--- src/rtl/pe_pkg.sv ---
// Shared types and sizing for the PE array datapath: feed FSM states and the
// {valid, k} beat that travels alongside SRAM read data.
package pe_pkg;

  localparam int ARRAY_SIZE    = 4;
  localparam int DATA_WIDTH    = 16;
  localparam int K_ACCUM_DEPTH = 64;
  localparam int CYCLE_W       = 9;

  typedef enum logic [1:0] {
    FEED_IDLE,
    FEED_ISSUE,
    FEED_DRAIN,
    FEED_DONE
  } feed_state_t;

  typedef struct packed {
    logic               valid;
    logic [CYCLE_W-1:0] k;
  } feed_beat_t;

endpackage

--- src/rtl/pe_feed_ctrl_if.sv ---
// Job request, SRAM read port and PE_core control bundle of the feed sequencer.
// The slave side is the sequencer; the master side requests jobs and consumes its outputs.
interface pe_feed_ctrl_if #(
  parameter int CYCLE_W      = pe_pkg::CYCLE_W,
  parameter int ADDR_W_WIDTH = 10,
  parameter int ADDR_V_WIDTH = 10
);
  logic                    start;
  logic [CYCLE_W-1:0]      k_len;
  logic [ADDR_W_WIDTH-1:0] w_base;
  logic [ADDR_V_WIDTH-1:0] v_base;
  logic                    sram_ren_w;
  logic [ADDR_W_WIDTH-1:0] sram_raddr_w;
  logic                    sram_ren_v;
  logic [ADDR_V_WIDTH-1:0] sram_raddr_v;
  logic                    alu_start;
  logic [CYCLE_W-1:0]      cycle_num;
  logic                    busy;
  logic                    done;

  modport master (
    output start, k_len, w_base, v_base,
    input  sram_ren_w, sram_raddr_w, sram_ren_v, sram_raddr_v,
    input  alu_start, cycle_num, busy, done
  );

  modport slave (
    input  start, k_len, w_base, v_base,
    output sram_ren_w, sram_raddr_w, sram_ren_v, sram_raddr_v,
    output alu_start, cycle_num, busy, done
  );
endinterface

--- src/rtl/pe_rd_delay_pipe.sv ---
// Fixed-depth shift register of feed beats; aligns control with data that
// emerges DEPTH cycles later (SRAM read data, later write-back alignment).
module pe_rd_delay_pipe
  import pe_pkg::*;
#(
  parameter int DEPTH = 1
) (
  input  logic       clk,
  input  logic       srst,
  input  feed_beat_t beat_i,
  output feed_beat_t beat_o,
  output logic       pending_o
);

  feed_beat_t stage_q [DEPTH];

  always_ff @(posedge clk) begin
    if (srst) begin
      for (int i = 0; i < DEPTH; i++) stage_q[i] <= '0;
    end else begin
      stage_q[0] <= beat_i;
      for (int i = 1; i < DEPTH; i++) stage_q[i] <= stage_q[i-1];
    end
  end

  assign beat_o = stage_q[DEPTH-1];

  // Valid beats that have not yet reached the output stage.
  always_comb begin
    pending_o = 1'b0;
    for (int i = 0; i < DEPTH - 1; i++) pending_o = pending_o | stage_q[i].valid;
  end

endmodule

--- src/rtl/pe_feed_ctrl.sv ---
// Feed sequencer for PE_core: streams K operand-pair reads from the weight and
// vector SRAMs, aligns alu_start/cycle_num with read data, and flags job completion.
module pe_feed_ctrl #(
  parameter int K_ACCUM_DEPTH = pe_pkg::K_ACCUM_DEPTH,
  parameter int CYCLE_W       = pe_pkg::CYCLE_W,
  parameter int ADDR_W_WIDTH  = 10,
  parameter int ADDR_V_WIDTH  = 10,
  parameter int SRAM_RD_LAT   = 1,
  parameter int PE_LATENCY    = 1
) (
  input logic           clk,
  input logic           srst,
  pe_feed_ctrl_if.slave bus
);
  import pe_pkg::*;

  localparam int BEAT_K_W = $bits(feed_beat_t) - 1;
  localparam int DCNT_W   = 8;
  localparam logic [DCNT_W-1:0] DRAIN_LAST = DCNT_W'(PE_LATENCY - 1);

  feed_state_t             state_q, state_d;
  logic [CYCLE_W-1:0]      k_q, k_d;
  logic [CYCLE_W-1:0]      klen_q, klen_d;
  logic [ADDR_W_WIDTH-1:0] w_base_q, w_base_d;
  logic [ADDR_V_WIDTH-1:0] v_base_q, v_base_d;
  logic [DCNT_W-1:0]       drain_cnt_q, drain_cnt_d;
  logic                    issue;
  logic                    pipe_pending;
  feed_beat_t              beat_p0, beat_pn;

  function automatic logic [CYCLE_W-1:0] clamp_klen(input logic [CYCLE_W-1:0] len);
    if (len > CYCLE_W'(K_ACCUM_DEPTH)) return CYCLE_W'(K_ACCUM_DEPTH);
    return len;
  endfunction

  always_comb begin
    state_d     = state_q;
    k_d         = k_q;
    klen_d      = klen_q;
    w_base_d    = w_base_q;
    v_base_d    = v_base_q;
    drain_cnt_d = drain_cnt_q;
    issue       = 1'b0;
    unique case (state_q)
      FEED_IDLE: begin
        if (bus.start) begin
          klen_d   = clamp_klen(bus.k_len);
          w_base_d = bus.w_base;
          v_base_d = bus.v_base;
          k_d      = '0;
          state_d  = (clamp_klen(bus.k_len) == '0) ? FEED_DONE : FEED_ISSUE;
        end
      end
      FEED_ISSUE: begin
        issue = 1'b1;
        if (k_q == klen_q - CYCLE_W'(1)) begin
          state_d     = FEED_DRAIN;
          drain_cnt_d = '0;
        end else begin
          k_d = k_q + CYCLE_W'(1);
        end
      end
      // Once the last beat reaches the pipe output, PE_core needs PE_LATENCY more cycles.
      FEED_DRAIN: begin
        if (!pipe_pending) begin
          if (drain_cnt_q == DRAIN_LAST) state_d = FEED_DONE;
          else                           drain_cnt_d = drain_cnt_q + DCNT_W'(1);
        end
      end
      FEED_DONE: state_d = FEED_IDLE;
      default:   state_d = FEED_IDLE;
    endcase
  end

  always_ff @(posedge clk) begin
    if (srst) begin
      state_q     <= FEED_IDLE;
      k_q         <= '0;
      drain_cnt_q <= '0;
    end else begin
      state_q     <= state_d;
      k_q         <= k_d;
      drain_cnt_q <= drain_cnt_d;
    end
  end

  always_ff @(posedge clk) begin
    klen_q   <= klen_d;
    w_base_q <= w_base_d;
    v_base_q <= v_base_d;
  end

  // ---- stage p0: SRAM read issue; beat enters the read-latency pipe
  assign beat_p0.valid = issue;
  assign beat_p0.k     = issue ? BEAT_K_W'(k_q) : '0;

  assign bus.sram_ren_w   = issue;
  assign bus.sram_ren_v   = issue;
  assign bus.sram_raddr_w = issue ? w_base_q + ADDR_W_WIDTH'(k_q) : '0;
  assign bus.sram_raddr_v = issue ? v_base_q + ADDR_V_WIDTH'(k_q) : '0;

  pe_rd_delay_pipe #(
    .DEPTH(SRAM_RD_LAT)
  ) u_rd_pipe (
    .clk      (clk),
    .srst     (srst),
    .beat_i   (beat_p0),
    .beat_o   (beat_pn),
    .pending_o(pipe_pending)
  );

  // ---- stage pN: beat aligned with SRAM rdata, presented to PE_core
  assign bus.alu_start = beat_pn.valid;
  assign bus.cycle_num = CYCLE_W'(beat_pn.k);
  assign bus.busy      = (state_q != FEED_IDLE);
  assign bus.done      = (state_q == FEED_DONE);

endmodule

--- src/flat_wrapper.sv ---
// flat-port wrapper written by rule: the top's interface ports become plain ports
module pe_feed_ctrl_flat import pe_pkg::*;
#(
  parameter int K_ACCUM_DEPTH = pe_pkg::K_ACCUM_DEPTH,
  parameter int CYCLE_W       = pe_pkg::CYCLE_W,
  parameter int ADDR_W_WIDTH  = 10,
  parameter int ADDR_V_WIDTH  = 10,
  parameter int SRAM_RD_LAT   = 1,
  parameter int PE_LATENCY    = 1
)
  (clk, srst, bus_start, bus_k_len, bus_w_base, bus_v_base, bus_sram_ren_w, bus_sram_raddr_w, bus_sram_ren_v, bus_sram_raddr_v, bus_alu_start, bus_cycle_num, bus_busy, bus_done);
  pe_feed_ctrl_if #(.CYCLE_W(CYCLE_W), .ADDR_W_WIDTH(ADDR_W_WIDTH), .ADDR_V_WIDTH(ADDR_V_WIDTH)) bus_i ();
  input logic clk;
  input logic srst;
  input wire logic [$bits(bus_i.start)-1:0] bus_start;
  input wire logic [$bits(bus_i.k_len)-1:0] bus_k_len;
  input wire logic [$bits(bus_i.w_base)-1:0] bus_w_base;
  input wire logic [$bits(bus_i.v_base)-1:0] bus_v_base;
  output wire logic [$bits(bus_i.sram_ren_w)-1:0] bus_sram_ren_w;
  output wire logic [$bits(bus_i.sram_raddr_w)-1:0] bus_sram_raddr_w;
  output wire logic [$bits(bus_i.sram_ren_v)-1:0] bus_sram_ren_v;
  output wire logic [$bits(bus_i.sram_raddr_v)-1:0] bus_sram_raddr_v;
  output wire logic [$bits(bus_i.alu_start)-1:0] bus_alu_start;
  output wire logic [$bits(bus_i.cycle_num)-1:0] bus_cycle_num;
  output wire logic [$bits(bus_i.busy)-1:0] bus_busy;
  output wire logic [$bits(bus_i.done)-1:0] bus_done;
  assign bus_i.start = bus_start;
  assign bus_i.k_len = bus_k_len;
  assign bus_i.w_base = bus_w_base;
  assign bus_i.v_base = bus_v_base;
  assign bus_sram_ren_w = bus_i.sram_ren_w;
  assign bus_sram_raddr_w = bus_i.sram_raddr_w;
  assign bus_sram_ren_v = bus_i.sram_ren_v;
  assign bus_sram_raddr_v = bus_i.sram_raddr_v;
  assign bus_alu_start = bus_i.alu_start;
  assign bus_cycle_num = bus_i.cycle_num;
  assign bus_busy = bus_i.busy;
  assign bus_done = bus_i.done;
  pe_feed_ctrl #(.K_ACCUM_DEPTH(K_ACCUM_DEPTH), .CYCLE_W(CYCLE_W), .ADDR_W_WIDTH(ADDR_W_WIDTH), .ADDR_V_WIDTH(ADDR_V_WIDTH), .SRAM_RD_LAT(SRAM_RD_LAT), .PE_LATENCY(PE_LATENCY)) u_core (.clk(clk), .srst(srst), .bus(bus_i));
endmodule
--- config.mk ---
export PLATFORM = sky130hd
export DESIGN_NAME = pe_feed_ctrl_flat
export DESIGN_NICKNAME = d
export VERILOG_FILES = /design/src/rtl/pe_pkg.sv /design/src/rtl/pe_feed_ctrl_if.sv /design/src/rtl/pe_rd_delay_pipe.sv /design/src/rtl/pe_feed_ctrl.sv /design/src/flat_wrapper.sv
export SDC_FILE = /design/constraint.sdc
export NUM_CORES = 1
export LEC_CHECK = 0
export ABC_AREA = 1
export CAP_MARGIN = 25
export CORE_UTILIZATION = 45
export DETAILED_ROUTE_END_ITERATION = 12
export GPL_ROUTABILITY_DRIVEN = 0
export PLACE_DENSITY_LB_ADDON = 0.2
export SETUP_SLACK_MARGIN = 0.1
export SYNTH_ARGS = -nofsm -noshare
export SYNTH_HDL_FRONTEND = slang
export SYNTH_SLANG_ARGS = --single-unit
--- constraint.sdc ---
create_clock -name clk -period 4.3 [get_ports clk]
set_input_delay 0.645 -clock clk [delete_from_list [all_inputs] [get_ports clk]]
set_output_delay 0.645 -clock clk [all_outputs]
set_load 0.005 [all_outputs]
==> out/results.ini <==
[status]
status=complete, no violations

[logic_synthesis]
avgSynthCellArea_um2=7.93
yosysWarningCount=0
yosysUniqueCellTypes=39
synth_cells=464
syn_area_um2=3680
yosysSeqAreaShare_pct=39.5
async_reset_ff_share_pct=0
ys_seq_elements=58
synth_flop_cell=edfxtp_1
synth_enable_flop_cells=29

[timing]
finalSetupTns_ns=0
fin_skew_ns=0.00890
hold_viol=0
finalCritPeriodShare_pct=80.1
fin_ws_ns=0.858
setup_viol=0
max_freq_ghz=0.290
slew_headroom_pct=46.7
slew_viol_final=0
rsz0062_at_grt=false
whs_ns=0.501
worstMarginPinSlew_ns=0.796
fin_crit_ns=3.44

[die]
floorplan.initialDensity_pct=47.1
rows=32
coreArea_um2=7810
dieArea_um2=8540
die_h_um=92.4
die_x_um=92.4
ioPinCount=66

[placed_design]
placed_area_um2=4450
place_ws_ns=1.22
dp_hpwl_mm=6.69
io_buffers=65

[detailed_routing]
via_per_inst=5.11
drt_pre_antenna_iters=4
top_layer=met4
wl_met2_mm=4.24
drc=0
wl_met1_mm=3.73
vias=3274
drt-initial-drc-count=162
routedWlPerCell_um=13.5
met3_wirelength_um=509
ant_nets=0
wirelength_mm=8.64

[grt]
grt_pass1_vias=3216
globalRouteOverflowTotal=0
antenna_found_initial=0
grt_max_degree=20
grt_pass1_wl_mm=14.4
grtUsageTotal_pct=21.7

[critical_path]
arrival_ns=2.80
cp.required_ns=3.65
critPathMaxFanout=7
critPathKind=reg2out
cp-end-kind=output port
start_kind=flop

[cts]
cts_tree=yes
clock_latency_ns=0.33
clock_sinks=58
path_clk_slew_ns=0.06
numCtsBuffers=9
root_buffer=clkbuf_8
htree_levels=3
ctsHoldBuffers=0
post_cts_buffers=0
cts_resized=0
ctsLongestPathBuffers=2

[power_and_ir_drop]
power_mw=2.19
cellLeakagePower_nw=1.89
peakVddDrop_v=0.000421
power_density_nw_per_um2=475

[layout]
fill_cells=723
multi_input_area_um2=1940
layout_common_cells=86 x nand2_1, 65 x clkdlybuf4s50_1, 56 x nor2_1, 54 x inv_1, 38 x a21oi_1
num_antenna_cells=0
final_common_cell=nand2_1
seqCellArea_um2=1450
final_layout_size_suffix_gt1_share_pct=9.46
fin_area_um2=4610
fin_nets=594
area_growth_pct=25.4

[flow_run]
maxCapViolCount=0

[hold_path]
hold_path.class=reg2reg

==> through the flow <==
step           util [%]  std cells
2_1_floorplan         -        465
3_3_place_gp       56.6        624
3_5_place_dp       57.0        625
4_1_cts            59.1        641
5_1_grt            59.1        641
6_report           59.1        641
==> flip-flops by register name, indices dropped and copies added (netlist names) <==
name                      flops
u_core.v_base_q              10
u_core.klen_q                 9
u_core.k_q                    9
u_core.u_rd_pipe.stage_q     10
u_core.w_base_q              10
u_core.drain_cnt_q            8
u_core.state_q                2
==> worst paths after layout <==
path / start / endpoint / slack [ns] / cells past startpoint
hold reg to reg: u_core.drain_cnt_q[7]$_SDFFE_PP0P_ / u_core.drain_cnt_q[7]$_SDFFE_PP0P_ / 0.50 / 2
hold / removal: u_core.drain_cnt_q[7]$_SDFFE_PP0P_ / u_core.drain_cnt_q[7]$_SDFFE_PP0P_ / 0.50 / 2
setup reg to reg: u_core.state_q[1]$_SDFFE_PP0P_ / u_core.k_q[0]$_SDFFE_PP0P_ / 2.10 / 8
setup / recovery: u_core.k_q[0]$_SDFFE_PP0P_ / bus_sram_raddr_v[6] / 0.86 / 12
==> synthesized netlist by cell type, drive strengths merged, types with 3 or more instances <==
cell type	count	share of area, %
nand2	98	12
nor2	63	7.0
inv	59	6.0
a21oi	43	6.4
dfxtp	29	16
edfxtp	29	24
nand3	28	4.6
ha	26	8.8
o21ai	25	3.6
nand4	14	2.4
xor2	10	2.4
buf	6	0.99
clkinv	4	0.54
nor3	4	0.54
nor3b	4	0.82
o21bai	4	0.92
xnor2	4	0.95
clkbuf	3	0.31
nor4	3	0.51
==> cell type report <==
| cell class | instances | share of cell area, % |
|---|---|---|
| clock inverters | 3 | 0.326 |
| flip-flops and latches | 58 | 31.5 |
| clock buffers | 13 | 3.23 |
| well taps | 102 | 2.77 |
| repair buffers | 67 | 14.9 |
| inverters | 63 | 5.24 |
| multi-input cells | 335 | 42.1 |
==> critical path: stages (launching register included) <==
cell and delay (ns):
dfxtp_1 0.40, ha_1 0.28, fa_1 0.40, nand2_1 0.07, inv_1 0.05, o21ai_0 0.15, nand2_1 0.12, nand2_1 0.07
nand2_1 0.05, a21oi_1 0.15, o21ai_0 0.09, a21oi_1 0.13, clkdlybuf4s50_1 0.51
==> power breakdown <==
part           switching, mW  internal, mW  leakage [nW]
logic                  0.577         0.400          1.30
clock network          0.206         0.222        0.0872
registers             0.0878         0.698         0.511
==> kinds of logic after synthesis <==
| group | after synthesis | share of synthesized area (%) |
|---|---|---|
| and+or+nand+nor | 214 | 27.5 |
| AOI/OAI and AO/OA | 77 | 11.8 |
| buffers and inverters | 72 | 7.86 |
| DFF | 58 | 39.5 |
| adders and majority gates | 28 | 9.93 |
| xor gates and xnor gates | 14 | 3.33 |
| other | 1 | 0.102 |
==> per-layer routing <==
| layer | track usage (%) | up-vias |
|---|---|---|
| li1 | - | 1680 |
| met5 | 0 | - |
| met3 | 5.50 | 15 |
| met1 | 25.4 | 1482 |
| met4 | 9.51 | 0 |
| met2 | 37.2 | 97 |
No activity file was read; power rests on OpenSTA's default activity.
